### src/rtl/fixed_point_number_builder.sv
// Builds a signed, 10^FRAC_DIGITS-scaled two's complement number from a BCD digit stream.
// Optional rounding on the first discarded fraction digit: define NUMBER_BUILDER_ROUND_EN.

`ifndef DIGIT_BITS
`define DIGIT_BITS 4
`endif

module fixed_point_number_builder #(
  parameter int NUM_BITS    = 16,
  parameter int FRAC_DIGITS = 2
) (
  input  logic                   clk,
  input  logic                   reset,
  input  logic                   clk_en,
  input  logic                   zero,
  input  logic [`DIGIT_BITS-1:0] digit,
  input  logic                   advance,
  input  logic                   point,
  input  logic                   finish,
  input  logic                   is_negative,
  output logic [NUM_BITS-1:0]    num,
  output logic                   valid,
  output logic                   overflow,
  output logic                   busy
);

  localparam int MAG_W = NUM_BITS - 1;
  localparam int EXT_W = NUM_BITS + 4;
  localparam int FC_W  = (FRAC_DIGITS > 0) ? $clog2(FRAC_DIGITS + 1) : 1;
  localparam logic [MAG_W-1:0] MAX_MAG = {MAG_W{1'b1}};
  localparam logic [EXT_W-1:0] MAX_EXT = {5'b0, MAX_MAG};

  typedef enum logic [1:0] {
    ST_INT,
    ST_FRAC,
    ST_PAD,
    ST_DONE
  } state_t;

  state_t            state;
  logic [MAG_W-1:0]  mag;
  logic [FC_W-1:0]   frac_cnt;

`ifdef NUMBER_BUILDER_ROUND_EN
  logic              round;
  logic              round_taken;
`endif

  logic [EXT_W-1:0]    mag_ext;
  logic [EXT_W-1:0]    acc_ext;
  logic [EXT_W-1:0]    pad_ext;
  logic [EXT_W-1:0]    fin_ext;
  logic                acc_ovf;
  logic                pad_ovf;
  logic                fin_ovf;
  logic [MAG_W-1:0]    acc_mag;
  logic [MAG_W-1:0]    pad_mag;
  logic [MAG_W-1:0]    fin_mag;
  logic [NUM_BITS-1:0] fin_abs;
  logic [NUM_BITS-1:0] fin_num;
  logic                frac_more;

  // All arithmetic is done wide enough that mag*10+9 never wraps, then clamped to MAX.
  always_comb begin
    mag_ext = {5'b0, mag};
    pad_ext = (mag_ext << 3) + (mag_ext << 1);
    acc_ext = pad_ext + EXT_W'(digit);
`ifdef NUMBER_BUILDER_ROUND_EN
    fin_ext = mag_ext + EXT_W'(round);
`else
    fin_ext = mag_ext;
`endif
    acc_ovf   = (acc_ext > MAX_EXT);
    pad_ovf   = (pad_ext > MAX_EXT);
    fin_ovf   = (fin_ext > MAX_EXT);
    acc_mag   = acc_ovf ? MAX_MAG : acc_ext[MAG_W-1:0];
    pad_mag   = pad_ovf ? MAX_MAG : pad_ext[MAG_W-1:0];
    fin_mag   = fin_ovf ? MAX_MAG : fin_ext[MAG_W-1:0];
    fin_abs   = {1'b0, fin_mag};
    fin_num   = is_negative ? -fin_abs : fin_abs;
    frac_more = (int'(frac_cnt) < FRAC_DIGITS);
  end

  always_ff @(posedge clk) begin
    if (reset || zero) begin
      state    <= ST_INT;
      mag      <= '0;
      frac_cnt <= '0;
      num      <= '0;
      valid    <= 1'b0;
      overflow <= 1'b0;
      busy     <= 1'b0;
`ifdef NUMBER_BUILDER_ROUND_EN
      round       <= 1'b0;
      round_taken <= 1'b0;
`endif
    end else if (clk_en) begin
      unique case (state)
        ST_INT: begin
          if (advance) begin
            mag      <= acc_mag;
            overflow <= overflow | acc_ovf;
          end
          // finish takes precedence over a simultaneous point
          if (finish)
            state <= ST_PAD;
          else if (point)
            state <= ST_FRAC;
        end

        ST_FRAC: begin
          if (advance) begin
            if (frac_more) begin
              mag      <= acc_mag;
              overflow <= overflow | acc_ovf;
              frac_cnt <= frac_cnt + 1'b1;
            end
`ifdef NUMBER_BUILDER_ROUND_EN
            else if (!round_taken) begin
              round       <= (digit >= `DIGIT_BITS'(5));
              round_taken <= 1'b1;
            end
`endif
          end
          if (finish)
            state <= ST_PAD;
        end

        ST_PAD: begin
          if (frac_more) begin
            mag      <= pad_mag;
            overflow <= overflow | pad_ovf;
            frac_cnt <= frac_cnt + 1'b1;
            busy     <= 1'b1;
          end else begin
            num      <= fin_num;
            valid    <= 1'b1;
            overflow <= overflow | fin_ovf;
            busy     <= 1'b0;
            state    <= ST_DONE;
          end
        end

        ST_DONE: begin
          state <= ST_DONE;
        end

        default: state <= ST_INT;
      endcase
    end
  end

endmodule

### config.mk
export PLATFORM = sky130hd
export DESIGN_NAME = fixed_point_number_builder
export DESIGN_NICKNAME = d
export VERILOG_FILES = /design/src/rtl/fixed_point_number_builder.sv
export SDC_FILE = /design/constraint.sdc
export NUM_CORES = 1
export LEC_CHECK = 0
export ABC_AREA = 1
export BUFFER_PORTS_ARGS = -buffer_cell sky130_fd_sc_hd__buf_2
export CAP_MARGIN = 30
export CORE_MARGIN = 10
export CORE_UTILIZATION = 35
export DETAILED_ROUTE_END_ITERATION = 10
export GPL_TIMING_DRIVEN = 0
export HOLD_SLACK_MARGIN = 0.15
export PLACE_DENSITY = 0.61
export SLEW_MARGIN = 25
export SYNTH_ARGS = -nofsm -noshare
export SYNTH_HDL_FRONTEND = slang
export SYNTH_SLANG_ARGS = --single-unit
### constraint.sdc
create_clock -name clk -period 3.08 [get_ports clk]
set_input_delay 0.616 -clock clk [delete_from_list [all_inputs] [get_ports clk]]
set_output_delay 0.616 -clock clk [all_outputs]
set_load 0.03 [all_outputs]
==> metrics.md <==
| Metric | Value |
|---|---|
| R2R Path Start | fin_mag[0]$_SDFFE_PP0P_ |
| Clk pwr share | 40.5% |
| Clock root buffer | clkbuf_8 |
| CP endpoint | fin_mag[6]$_SDFFE_PP0P_ |
| Buffers on Ports | 30 |
| Pre-antenna DRT Iters | 5 |
| Cell mode on critical path | nand2_1 |
| Skew final | 4.99 ps |
| Critical Path Max Stage Delay | 500 ps |
| Synth cell types | 37 |
| Synth Area in XOR/XNOR | under 10% |
| Synth warnings | 0 |
| CP Max Fanout | 10 |
| Critical path, cell by cell | ha_1 > fa_1 > nand3_1 > nand2_1 > nand2_1 > nand2_1 > nand2_1 > nand2_1 > nand2_1 > nand2_1 > nand3_1 > nor2_1 > nor2_2 > buf_4 > nand4_1 > nand2_1 > inv_1 |
| Peak supply drop | around 0.25 mV |
| CP Buf/Inv Count | 2 |
| Number of H-tree levels | 2 |
| RSZ-0062 raised after global routing | false |
| Avg Cell Area, Syn | 6.06 µm² |
| Residual DRC | 0 |
| Min-Delay Path Class | reg2reg |
| Post-Synth Adder-Cell Area | 7.75% |
| Final min period | between 2000 and 3000 ps |
| Slew Limit Fails | 0 |
| Fraction of registers with async set/reset | 0% |
| Initial DRC Count | approximately 200 |
| WP depth | 17 |
| Post-CTS Resized | 0 |
| Fin worst setup slack | between 300 and 400 ps |
| Remaining global-route overflow | 0 |
| Share of cells above drive strength 1 | between 10% and 20% |
| Largest net degree at the start of global routing | 13 |
| Sequential group share of total power | 39.5% |
| CP required | 3280 ps |
| CTS sink cnt | 38 |
| Power Dens Cells | 353 mW/mm² |
| Sw power | 368 µW |
| Crit-path leading delay family | simple AND/OR/NAND/NOR gates |
| Sequential-to-total area share from yosys stat | about a quarter |
| Synth Instances | roughly 540 |
| Skew-Pair Late Insertion Delay | around 290 ps |
| Maximum clock path buffer count | 2 |
| CTS tree | done |
| Area leader, netlist | dfxtp_1 |
| Setup violators final | 0 |
| Setup_tns | 0 ps |
| Clock buffer count from CTS | 5 |
| Critical Path Sink Type | flip-flop |
| Placer congestion estimate | ~0.85 |
| Top cells by area, synth | dfxtp_1 23%, nand2_1 18%, inv_1 9.7% |
| Antenna Cells | 0 |
| Crit path launch | fin_mag[0]$_SDFFE_PP0P_ |
| Switching part of the total | 28.2% |
| WP data arrival | 2900 ps |
| Worst slew pin tran | between 500 and 600 ps |
| GRT Total Usage | a little over an eighth |
| Die X | around 120 µm |
| Hold path cells | 2 |
| Max-cap viol count | 0 |
| Vias in the first global route | ~3200 |
| Slowest CP cell | fa_1 |
| Startpoint types | flip-flop |
| Wire per inst | 12.6 µm |
| Leak | 1.93 nW |
| Final wirelength | 8.69 mm |
| Via density | ~5.0 |
| Post-synthesis register bit count | 38 |
| Via count | roughly 3400 |
| Synth Area in Compound Gates | between 10% and 20% |
| Global-route wire length before repair | between 10 and 15 mm |
| DRT antenna net count | 0 |
| Top-area cell type share of the netlist area | approximately a quarter |
| F_max | 370 MHz |
| Final Hold Vio Count | 0 |
| Clock-pin slew on the worst setup and hold paths | 70 ps |
| Nets | 606 |
| Status | complete, no violations |
| Mapped Nets | 569 |
| Crit Path Category | reg2reg |
| Layout area overhead | 13.2% |
| Largest family of logic cells by synthesized area | simple AND/OR/NAND/NOR gates |
| Gate power share | approximately 20% |
| Post-synthesis mux area share | 0% |
| Initial antenna violation count | 0 |
| Flop-to-flop setup slack | ~380 ps |
| # IOs | 31 |
| Number of flops mapped to enable cells by yosys | 0 |
| Std cell rows | 35 |
| Post-Place Worst Slack | about 210 ps |
| Die Y | 117 µm |
| Setup bufs post-CTS | 0 |
| Initial Utilization | between 30% and 40% |
| # fillers | approximately 1000 |
| Die area | approximately 0.014 mm² |
| Fin crit share | between 80 and 90% |
| Worst Reg-to-Reg Cells | 17 |
| Internal power | 936 µW |
| Hold path start | overflow$_SDFFE_PP0P_ |
| Post-Syn Area | ~0.0033 mm² |
| Max transition margin | between 60% and 70% |
| Top_reg_cell synth | dfxtp_1 |
| Post-synthesis simple-gate area fraction | between 40% and 50% |
| Hold Buf Count CTS | 0 |
| DP HPWL | slightly above 7 mm |
| Core Area | slightly above 0.009 mm² |
| Reg2reg end | fin_mag[6]$_SDFFE_PP0P_ |
worst min path at each step:
stage                                     to  slack [ps]
floorplan           frac_cnt[0]$_SDFFE_PP0P_         420
global placement       overflow$_SDFFE_PP0P_         440
detailed placement     overflow$_SDFFE_PP0P_         440
CTS                    overflow$_SDFFE_PP0P_         450
global route        frac_cnt[0]$_SDFFE_PP0P_         490
finish                 overflow$_SDFFE_PP0P_         450
sequential cells by signal (all words and copies together), names as in the netlist:
register	count
num	16
fin_mag	15
frac_cnt	2
state	2
busy	1
overflow	1
valid	1
cell usage after synthesis, types with 6 or more instances:
master,number
o221ai_1,7
nand3_1,38
a21oi_1,31
ha_1,17
dfxtp_1,38
nand4_1,22
nor2_1,50
inv_2,6
o21ai_0,18
nand2_1,159
nand2_2,11
xor2_1,9
nor2_2,6
inv_1,84
placed cells by master, fill, tap and decap left out, drive strengths merged, types with 7 or more instances in the layout:
cell	count
nor2	59
a21oi	33
nand2	171
o221ai	7
nand3	40
nand4	22
clkbuf	10
o21ai	18
buf	37
inv	90
ha	17
dfxtp	38
xor2	9
metal layers:
metal	vias up	wire length, µm	GRT usage [%]
met1	1551	3970	16.4
li1	1801	-	-
met2	80	4110	23.1
met3	6	569	2.98
met5	-	0	0
met4	0	48	2.25
power by group through the flow:
| stage | Combinational [mW] | Clock (mW) | Sequential (mW) |
|---|---|---|---|
| after floorplan | 0.199 | 0 | 0.522 |
| after global placement | 0.252 | 0 | 0.528 |
| after detailed placement | 0.257 | 0 | 0.528 |
| after CTS | 0.259 | 0.538 | 0.516 |
| after global routing | 0.298 | 0.561 | 0.518 |
| final | 0.260 | 0.529 | 0.516 |
cell type report:
class / count / area, µm² / share of cell area (%)
clock buffers: 6 / 82.6 / 2.24
inverters: 91 / 342 / 9.25
clock inverters: 2 / 60.1 / 1.63
multi-input cells: 398 / 2090 / 56.6
plain buffers: 11 / 67.6 / 1.83
flip-flops and latches: 38 / 761 / 20.6
repair buffers: 30 / 150 / 4.07
well taps: 111 / 139 / 3.76
worst min-delay path, delay by kind of cell (launching register included):
| family | cells | cell delay, ps |
|---|---|---|
| compound gates | 1 | 50 |
| flops | 1 | 310 |
| buf+inv | 1 | 40 |
cells by family after synthesis:
logic type,Yosys count
simple gates,296
buf+inv,102
fa+ha+maj,19
compound gates,71
xor+xnor,12
flops,38
stage by stage:
stage | cell area (µm²) | instances | utilization, % | hold slack (ps) | total power [mW]
2_1_floorplan | 3260 | 538 | - | 422 | 0.721
3_3_place_gp | 3550 | 679 | 38.8 | 436 | 0.780
3_5_place_dp | 3550 | 679 | 38.8 | 443 | 0.785
4_1_cts | 3690 | 687 | 40.3 | 454 | 1.31
5_1_grt | 3690 | 687 | 40.3 | 486 | 1.38
6_report | 3690 | 687 | 40.3 | 448 | 1.30
Power figures use the tool's default switching activity.
